[src/rtl/cpu_ctrl_pkg.sv]
// cpu_ctrl_pkg: shared definitions for the CPU control sequencer.
//   - ALU opcode constants (shared with the ALU)
//   - sequencer state encoding
//   - IR field bit positions
//   - opcode classification helpers
package cpu_ctrl_pkg;

    localparam logic [4:0] OP_ADD  = 5'b00011;
    localparam logic [4:0] OP_SUB  = 5'b00100;
    localparam logic [4:0] OP_AND  = 5'b00101;
    localparam logic [4:0] OP_OR   = 5'b00110;
    localparam logic [4:0] OP_SHR  = 5'b00111;
    localparam logic [4:0] OP_SHRA = 5'b01000;
    localparam logic [4:0] OP_SHL  = 5'b01001;
    localparam logic [4:0] OP_ROR  = 5'b01010;
    localparam logic [4:0] OP_ROL  = 5'b01011;
    localparam logic [4:0] OP_MUL  = 5'b01111;
    localparam logic [4:0] OP_DIV  = 5'b10000;
    localparam logic [4:0] OP_NEG  = 5'b10001;
    localparam logic [4:0] OP_NOT  = 5'b10010;
    localparam logic [4:0] OP_NOP  = 5'b11010;
    localparam logic [4:0] OP_HALT = 5'b11011;

    localparam int OPC_MSB = 31;
    localparam int OPC_LSB = 27;
    localparam int RA_MSB  = 26;
    localparam int RA_LSB  = 23;
    localparam int RB_MSB  = 22;
    localparam int RB_LSB  = 19;
    localparam int RC_MSB  = 18;
    localparam int RC_LSB  = 15;

    typedef enum logic [3:0] {
        ST_RESET,
        ST_T0,
        ST_T1,
        ST_T2,
        ST_T3,
        ST_T4,
        ST_T5,
        ST_T6,
        ST_HALT
    } state_t;

    // Two-operand ops whose result is a single Z-low write to Ra.
    function automatic logic op_is_alu2(input logic [4:0] op);
        case (op)
            OP_ADD, OP_SUB, OP_AND, OP_OR, OP_SHR, OP_SHRA,
            OP_SHL, OP_ROR, OP_ROL: return 1'b1;
            default:                return 1'b0;
        endcase
    endfunction

    // Single-operand ops: the second ALU operand comes from Rb, not Rc.
    function automatic logic op_is_unary(input logic [4:0] op);
        return (op == OP_NEG) || (op == OP_NOT);
    endfunction

    function automatic logic op_is_muldiv(input logic [4:0] op);
        return (op == OP_MUL) || (op == OP_DIV);
    endfunction

    // Anything that goes through T3..T5; the rest (NOP, undefined) ends in T2.
    function automatic logic op_is_exec(input logic [4:0] op);
        return op_is_alu2(op) || op_is_unary(op) || op_is_muldiv(op);
    endfunction

endpackage

[src/rtl/ir_field_decoder.sv]
// ir_field_decoder: 4-to-16 one-hot decoder with enable.
// Ports:
//   sel    in  4   register index from an IR field
//   en     in  1   decoder enable; output is all-zero when low
//   onehot out 16  bit[sel] set when enabled
module ir_field_decoder (
    input  logic [3:0]  sel,
    input  logic        en,
    output logic [15:0] onehot
);

    assign onehot = en ? (16'h0001 << sel) : 16'h0000;

endmodule

[src/rtl/cpu_control_sequencer.sv]
// cpu_control_sequencer: Moore T-state control sequencer for the single-bus
// CPU datapath. Fetches an instruction through MAR/MDR/IR with a mem_ready
// handshake, then executes register-format ALU, MUL/DIV, NOP and HALT.
// Ports:
//   clk, clr (async active-low reset)
//   IR_data_in  32  current IR contents (opcode, Ra, Rb, Rc)
//   mem_ready    1  memory read data valid (sampled only in T1)
//   PCout/MDRout/ZLowout/ZHighout, R_out[15:0]  bus source selects
//   MARin/IncPC/Read/MDRin/IRin/Yin/ZLowIn/ZHighIn/HIin/LOin, R_in[15:0]
//   operation    5  ALU opcode (valid in T4 only)
//   run, instr_done
//   fault        1  memory timeout flag (CTRL_MEM_TIMEOUT_EN only)
// Optional feature macro: CTRL_MEM_TIMEOUT_EN -- bounds the T1 wait to
// MEM_TIMEOUT cycles, then halts with a sticky fault.
module cpu_control_sequencer
    import cpu_ctrl_pkg::*;
#(
    parameter int MEM_TIMEOUT = 16
) (
    input  logic        clk,
    input  logic        clr,
    input  logic [31:0] IR_data_in,
    input  logic        mem_ready,
    output logic        PCout,
    output logic        MDRout,
    output logic        ZLowout,
    output logic        ZHighout,
    output logic        MARin,
    output logic        IncPC,
    output logic        Read,
    output logic        MDRin,
    output logic        IRin,
    output logic        Yin,
    output logic        ZLowIn,
    output logic        ZHighIn,
    output logic        HIin,
    output logic        LOin,
    output logic [15:0] R_out,
    output logic [15:0] R_in,
    output logic [4:0]  operation,
    output logic        run,
`ifdef CTRL_MEM_TIMEOUT_EN
    output logic        fault,
`endif
    output logic        instr_done
);

    state_t state, nxt;

    logic [4:0] opcode;
    logic [3:0] ra, rb, rc;
    logic       ir_unused;

    assign opcode    = IR_data_in[OPC_MSB:OPC_LSB];
    assign ra        = IR_data_in[RA_MSB:RA_LSB];
    assign rb        = IR_data_in[RB_MSB:RB_LSB];
    assign rc        = IR_data_in[RC_MSB:RC_LSB];
    assign ir_unused = ^IR_data_in[RC_LSB-1:0];

    logic timeout;

`ifdef CTRL_MEM_TIMEOUT_EN
    // Counts cycles spent in T1; held at zero in every other state so it
    // restarts on each T1 entry.
    logic [4:0] wait_cnt;

    always_ff @(posedge clk or negedge clr) begin
        if (!clr)               wait_cnt <= '0;
        else if (state != ST_T1) wait_cnt <= '0;
        else                    wait_cnt <= wait_cnt + 5'd1;
    end

    // Fires in the MEM_TIMEOUT-th T1 cycle if memory still has not answered.
    assign timeout = (state == ST_T1) && !mem_ready &&
                     (wait_cnt == 5'(MEM_TIMEOUT - 1));

    always_ff @(posedge clk or negedge clr) begin
        if (!clr)         fault <= 1'b0;
        else if (timeout) fault <= 1'b1;
    end
`else
    localparam int TIMEOUT_unused = MEM_TIMEOUT;
    assign timeout = 1'b0;
`endif

    always_ff @(posedge clk or negedge clr) begin
        if (!clr) state <= ST_RESET;
        else      state <= nxt;
    end

    always_comb begin
        nxt = state;
        case (state)
            ST_RESET: nxt = ST_T0;
            ST_T0:    nxt = ST_T1;
            ST_T1: begin
                if (mem_ready)    nxt = ST_T2;
                else if (timeout) nxt = ST_HALT;
            end
            ST_T2: begin
                if (opcode == OP_HALT)   nxt = ST_HALT;
                else if (op_is_exec(opcode)) nxt = ST_T3;
                else                     nxt = ST_T0;
            end
            ST_T3:   nxt = ST_T4;
            ST_T4:   nxt = ST_T5;
            ST_T5:   nxt = op_is_muldiv(opcode) ? ST_T6 : ST_T0;
            ST_T6:   nxt = ST_T0;
            ST_HALT: nxt = ST_HALT;
            default: nxt = ST_RESET;
        endcase
    end

    // Register selects come from the three field decoders; their enables
    // are the only state-dependent part.
    logic        ra_en, rb_en, rc_en;
    logic [15:0] ra_oh, rb_oh, rc_oh;

    always_comb begin
        PCout     = 1'b0;
        MDRout    = 1'b0;
        ZLowout   = 1'b0;
        ZHighout  = 1'b0;
        MARin     = 1'b0;
        IncPC     = 1'b0;
        Read      = 1'b0;
        MDRin     = 1'b0;
        IRin      = 1'b0;
        Yin       = 1'b0;
        ZLowIn    = 1'b0;
        ZHighIn   = 1'b0;
        HIin      = 1'b0;
        LOin      = 1'b0;
        operation = 5'd0;
        instr_done = 1'b0;
        ra_en     = 1'b0;
        rb_en     = 1'b0;
        rc_en     = 1'b0;
        run       = (state != ST_RESET) && (state != ST_HALT);
        case (state)
            ST_T0: begin
                PCout = 1'b1;
                MARin = 1'b1;
                IncPC = 1'b1;
            end
            ST_T1: begin
                Read  = 1'b1;
                MDRin = 1'b1;
            end
            ST_T2: begin
                MDRout     = 1'b1;
                IRin       = 1'b1;
                instr_done = (opcode != OP_HALT) && !op_is_exec(opcode);
            end
            ST_T3: begin
                rb_en = 1'b1;
                Yin   = 1'b1;
            end
            ST_T4: begin
                rb_en     = op_is_unary(opcode);
                rc_en     = !op_is_unary(opcode);
                operation = opcode;
                ZLowIn    = 1'b1;
                ZHighIn   = 1'b1;
            end
            ST_T5: begin
                ZLowout = 1'b1;
                if (op_is_muldiv(opcode)) begin
                    LOin = 1'b1;
                end else begin
                    ra_en      = 1'b1;
                    instr_done = 1'b1;
                end
            end
            ST_T6: begin
                ZHighout   = 1'b1;
                HIin       = 1'b1;
                instr_done = 1'b1;
            end
            default: ;
        endcase
    end

    ir_field_decoder u_dec_ra (.sel(ra), .en(ra_en), .onehot(ra_oh));
    ir_field_decoder u_dec_rb (.sel(rb), .en(rb_en), .onehot(rb_oh));
    ir_field_decoder u_dec_rc (.sel(rc), .en(rc_en), .onehot(rc_oh));

    // R0 is a read-only zero source: writes targeting it are dropped.
    assign R_in  = ra_oh & 16'hFFFE;
    assign R_out = rb_oh | rc_oh;

endmodule

[config.mk]
export PLATFORM = sky130hd
export DESIGN_NAME = cpu_control_sequencer
export DESIGN_NICKNAME = d
export VERILOG_FILES = /design/src/rtl/cpu_ctrl_pkg.sv /design/src/rtl/ir_field_decoder.sv /design/src/rtl/cpu_control_sequencer.sv
export SDC_FILE = /design/constraint.sdc
export NUM_CORES = 1
export LEC_CHECK = 0
export CORE_MARGIN = 4
export CORE_UTILIZATION = 32
export DETAILED_ROUTE_END_ITERATION = 10
export PLACE_DENSITY_LB_ADDON = 0.1
export SLEW_MARGIN = 15
export SYNTH_ARGS = -nofsm -noshare
export SYNTH_HDL_FRONTEND = slang
export SYNTH_SLANG_ARGS = --single-unit
[constraint.sdc]
create_clock -name clk -period 3.8 [get_ports clk]
set_input_delay 0.38 -clock clk [delete_from_list [all_inputs] [get_ports clk]]
set_output_delay 0.38 -clock clk [all_outputs]
set_load 0.05 [all_outputs]
==> flow_summary_export.csv, run 1 <==
group,metric,value,unit
clock_network,tritoncts,"built",
die,core_area,2540,sq um
die,die_y,60.2,um
sta,slew_headroom,65.4,%
status,status,"complete, no violations",
detailed_routing,wl,3.08,mm
global_routing,grt_usage,16.2,%
power,p_leak,0.000547,uW
job,maxCapViolCount,0,
setup_path,critPathKind,"in -> out",
synth,ys_types,39,
die,die_x,60.2,um
clock_network,cts_hold_buf,0,
detailed_routing,drc,0,
clock_network,ctsResizeCount,0,
clock_network,clock_sinks,4,
power,fin_total_pwr,709,uW
sta,hold_viol,0,
sta,setup_tns,0,ns
clock_network,worstSkewPairLatency,0.23,ns
placed_design,place_hpwl,2.55,mm
setup_path,critPathCapture,"R_in[8]",
final_layout,fin_nets,230,
sta,fmax,0.298,GHz
setup_path,r2r_end,"state[2]",
synth,yosysSeqAreaShare,11.5,%
global_routing,gr-total-overflow,0,
clock_network,cts_setup_buffers,0,
synth,syn_inst,130,
setup_path,arrival,2.97,ns
setup_path,cp-end-kind,"output pin",
setup_path,ff2ff_path_depth,4,
die,pin_count,88,
global_routing,antenna_found_initial,0,
detailed_routing,wl_per_cell,13.8,um
sta,period_minus_slack,3.35,ns
placed_design,globalplace.congestion,0.852,
setup_path,cp_max_fo,10,
global_routing,grt_first_pass_wirelength,4.62,mm
final_layout,final_common_cell,"clkdlybuf4s50_1",
synth,ys_ff_latch,4,
clock_network,path_clk_slew,0.04,ns
die,initial_utilization,34.3,%
final_layout,syn_to_final_growth,79.9,%
power,ir_worst_vdd,0.000504,V
setup_path,crit_path_start,"IR_data_in[31]",
final_layout,drive_gt1_share,5.70,%
power,power.density,452,nW/um^2
setup_path,critPathLaunchType,"input pin",
synth,postSynthNetCount,165,
final_layout,reg_top3,"state (4)",
die,num_rows,18,
clock_network,cts-buffers-inserted,3,
global_routing,grt_pass1_vias,1043,
clock_network,cts_root_buf,"clkbuf_4",
clock_network,cts.path.max_buffers,2,
global_routing,grt_max_degree,14,
sta,period_share,88.2,%
sta,grt_setup_unrepaired,"false",
detailed_routing,dr.pass1.iters,4,
detailed_routing,final_antenna_net_count,0,
detailed_routing,vias,1205,
sta,slew_violations,0,
final_layout,antenna_cells,0,
die,die_area,3620,sq um
setup_path,r2r_setup_slack,2.37,ns
final_layout,final_cell_mix,"clkdlybuf4s50_1 (71), nor2_1 (22), o22ai_1 (15), nand2b_1 (10), nor3_1 (9)",
final_layout,largest_reg_flops,4,
synth,synth_warnings,0,
setup_path,reg2reg_from,"state[1]",
setup_path,worstPathRequired,3.42,ns
sta,worstMarginPinSlew,0.518,ns
sta,skew,0.00172,ns
detailed_routing,drt_iter0_drc,71,
detailed_routing,viasPerCell,5.40,
min_path,hp-class,"in -> async",
clock_network,cts_htree_levels,1,
synth,avgSynthCellArea,6.71,sq um
synth,syn_area,872,sq um
sta,setup_violations,0,
final_layout,top_register,"state",
placed_design,port_buffers,71,
final_layout,post-route-util,61.7,%
-- metal layers --
layer,global-route usage [%],vias to the layer above,wire [um],share of wire [%]
met3,3.24,4,361,12
met5,0,-,0,0
met1,21.4,527,1260,41
met4,4.75,0,35,1.1
li1,-,606,-,-
met2,26.4,68,1420,46
-- kinds of logic after synthesis --
group | share of synthesized area, %
buf+inv | 9.75
other cells | 0.430
xor+xnor | 1.00
simple gates | 51.9
compound gates | 25.4
flops | 11.5
-- cells in the mapped netlist --
master | instances | share of area [%]
nor2_1 | 22 | 9.5
nand2b_1 | 10 | 7.2
clkbuf_2 | 1 | 0.57
buf_4 | 8 | 6.9
nor3b_4 | 1 | 2.2
a211o_1 | 1 | 1.0
nand3_1 | 2 | 1.1
buf_2 | 1 | 0.57
nor4_1 | 2 | 1.4
or4b_1 | 1 | 1.1
nor2b_1 | 1 | 0.72
o211ai_1 | 1 | 0.86
or2b_1 | 1 | 0.86
nand4b_1 | 4 | 4.0
or3_1 | 1 | 0.72
inv_1 | 3 | 1.3
a21oi_1 | 5 | 2.9
o311a_1 | 1 | 1.1
and2b_1 | 1 | 0.86
a221oi_2 | 1 | 1.7
nand4_1 | 3 | 2.2
clkbuf_1 | 1 | 0.43
nor2_2 | 1 | 0.72
a2111oi_0 | 1 | 1.0
xor2_1 | 1 | 1.0
nor3_1 | 9 | 5.2
o22ai_1 | 15 | 11
a21o_1 | 3 | 2.6
o2bb2ai_1 | 1 | 1.0
nand4bb_1 | 1 | 1.3
nand2_1 | 7 | 3.0
dfrtp_1 | 4 | 11
and2_1 | 5 | 3.6
a311oi_1 | 1 | 1.0
or2_2 | 3 | 2.2
conb_1 | 1 | 0.43
and4b_4 | 1 | 1.6
nand3b_1 | 3 | 2.6
a22oi_2 | 1 | 1.4
-- worst max-delay path, stage by stage --
cell and delay [ns]:
clkdlybuf4s50_1 0.63, and4b_4 0.26, a221oi_2 0.45, nand3b_1 0.22
nor3_1 0.19, clkdlybuf4s50_1 0.83
-- where the power goes --
part	internal, uW	total [uW]	switching [uW]	leakage [uW]
Combinational	189	568	379	0.000482
Clock	35.3	51.8	16.5	0.0000138
Sequential	57.5	89.2	31.7	0.0000508
-- stage by stage --
stage	hold slack [ns]	setup WS (ns)	std cells	instance area (sq um)
floorplan	0.0844	0.991	130	872
global placement	0.582	0.488	220	1550
detailed placement	0.590	0.463	220	1550
CTS	0.337	0.456	223	1570
global route	0.342	0.273	223	1570
finish	0.341	0.447	223	1570
-- worst min-delay path by stage --
stage,start,to,slack [ns],depth (start not counted)
after floorplan,clr,state[0],0.08,0
after global placement,clr,state[1],0.58,1
after detailed placement,clr,state[2],0.59,1
after CTS,clr,state[1],0.34,1
after global routing,clr,state[1],0.34,1
final,clr,state[1],0.34,1
-- area by class of cell --
| cell class | count | area (sq um) |
|---|---|---|
| fillers | 238 | 976 |
| repair buffers | 71 | 711 |
| multi-input cells | 112 | 687 |
| flip-flops and latches | 4 | 100 |
| well taps | 30 | 37.5 |
| clock buffers | 3 | 22.5 |
| inverters | 3 | 11.3 |
Power figures use the tool's default switching activity.
==> run 2: changes to the inputs <==
--- a/config.mk
+++ b/config.mk
@@ -8,6 +8,7 @@
 export CORE_MARGIN = 4
 export CORE_UTILIZATION = 32
 export DETAILED_ROUTE_END_ITERATION = 10
+export HOLD_SLACK_MARGIN = 0.15
 export PLACE_DENSITY_LB_ADDON = 0.1
 export SLEW_MARGIN = 15
 export SYNTH_ARGS = -nofsm -noshare
==> results of run 2 <==
No change in the layout: final DEF, timing and power equal those of run 1.
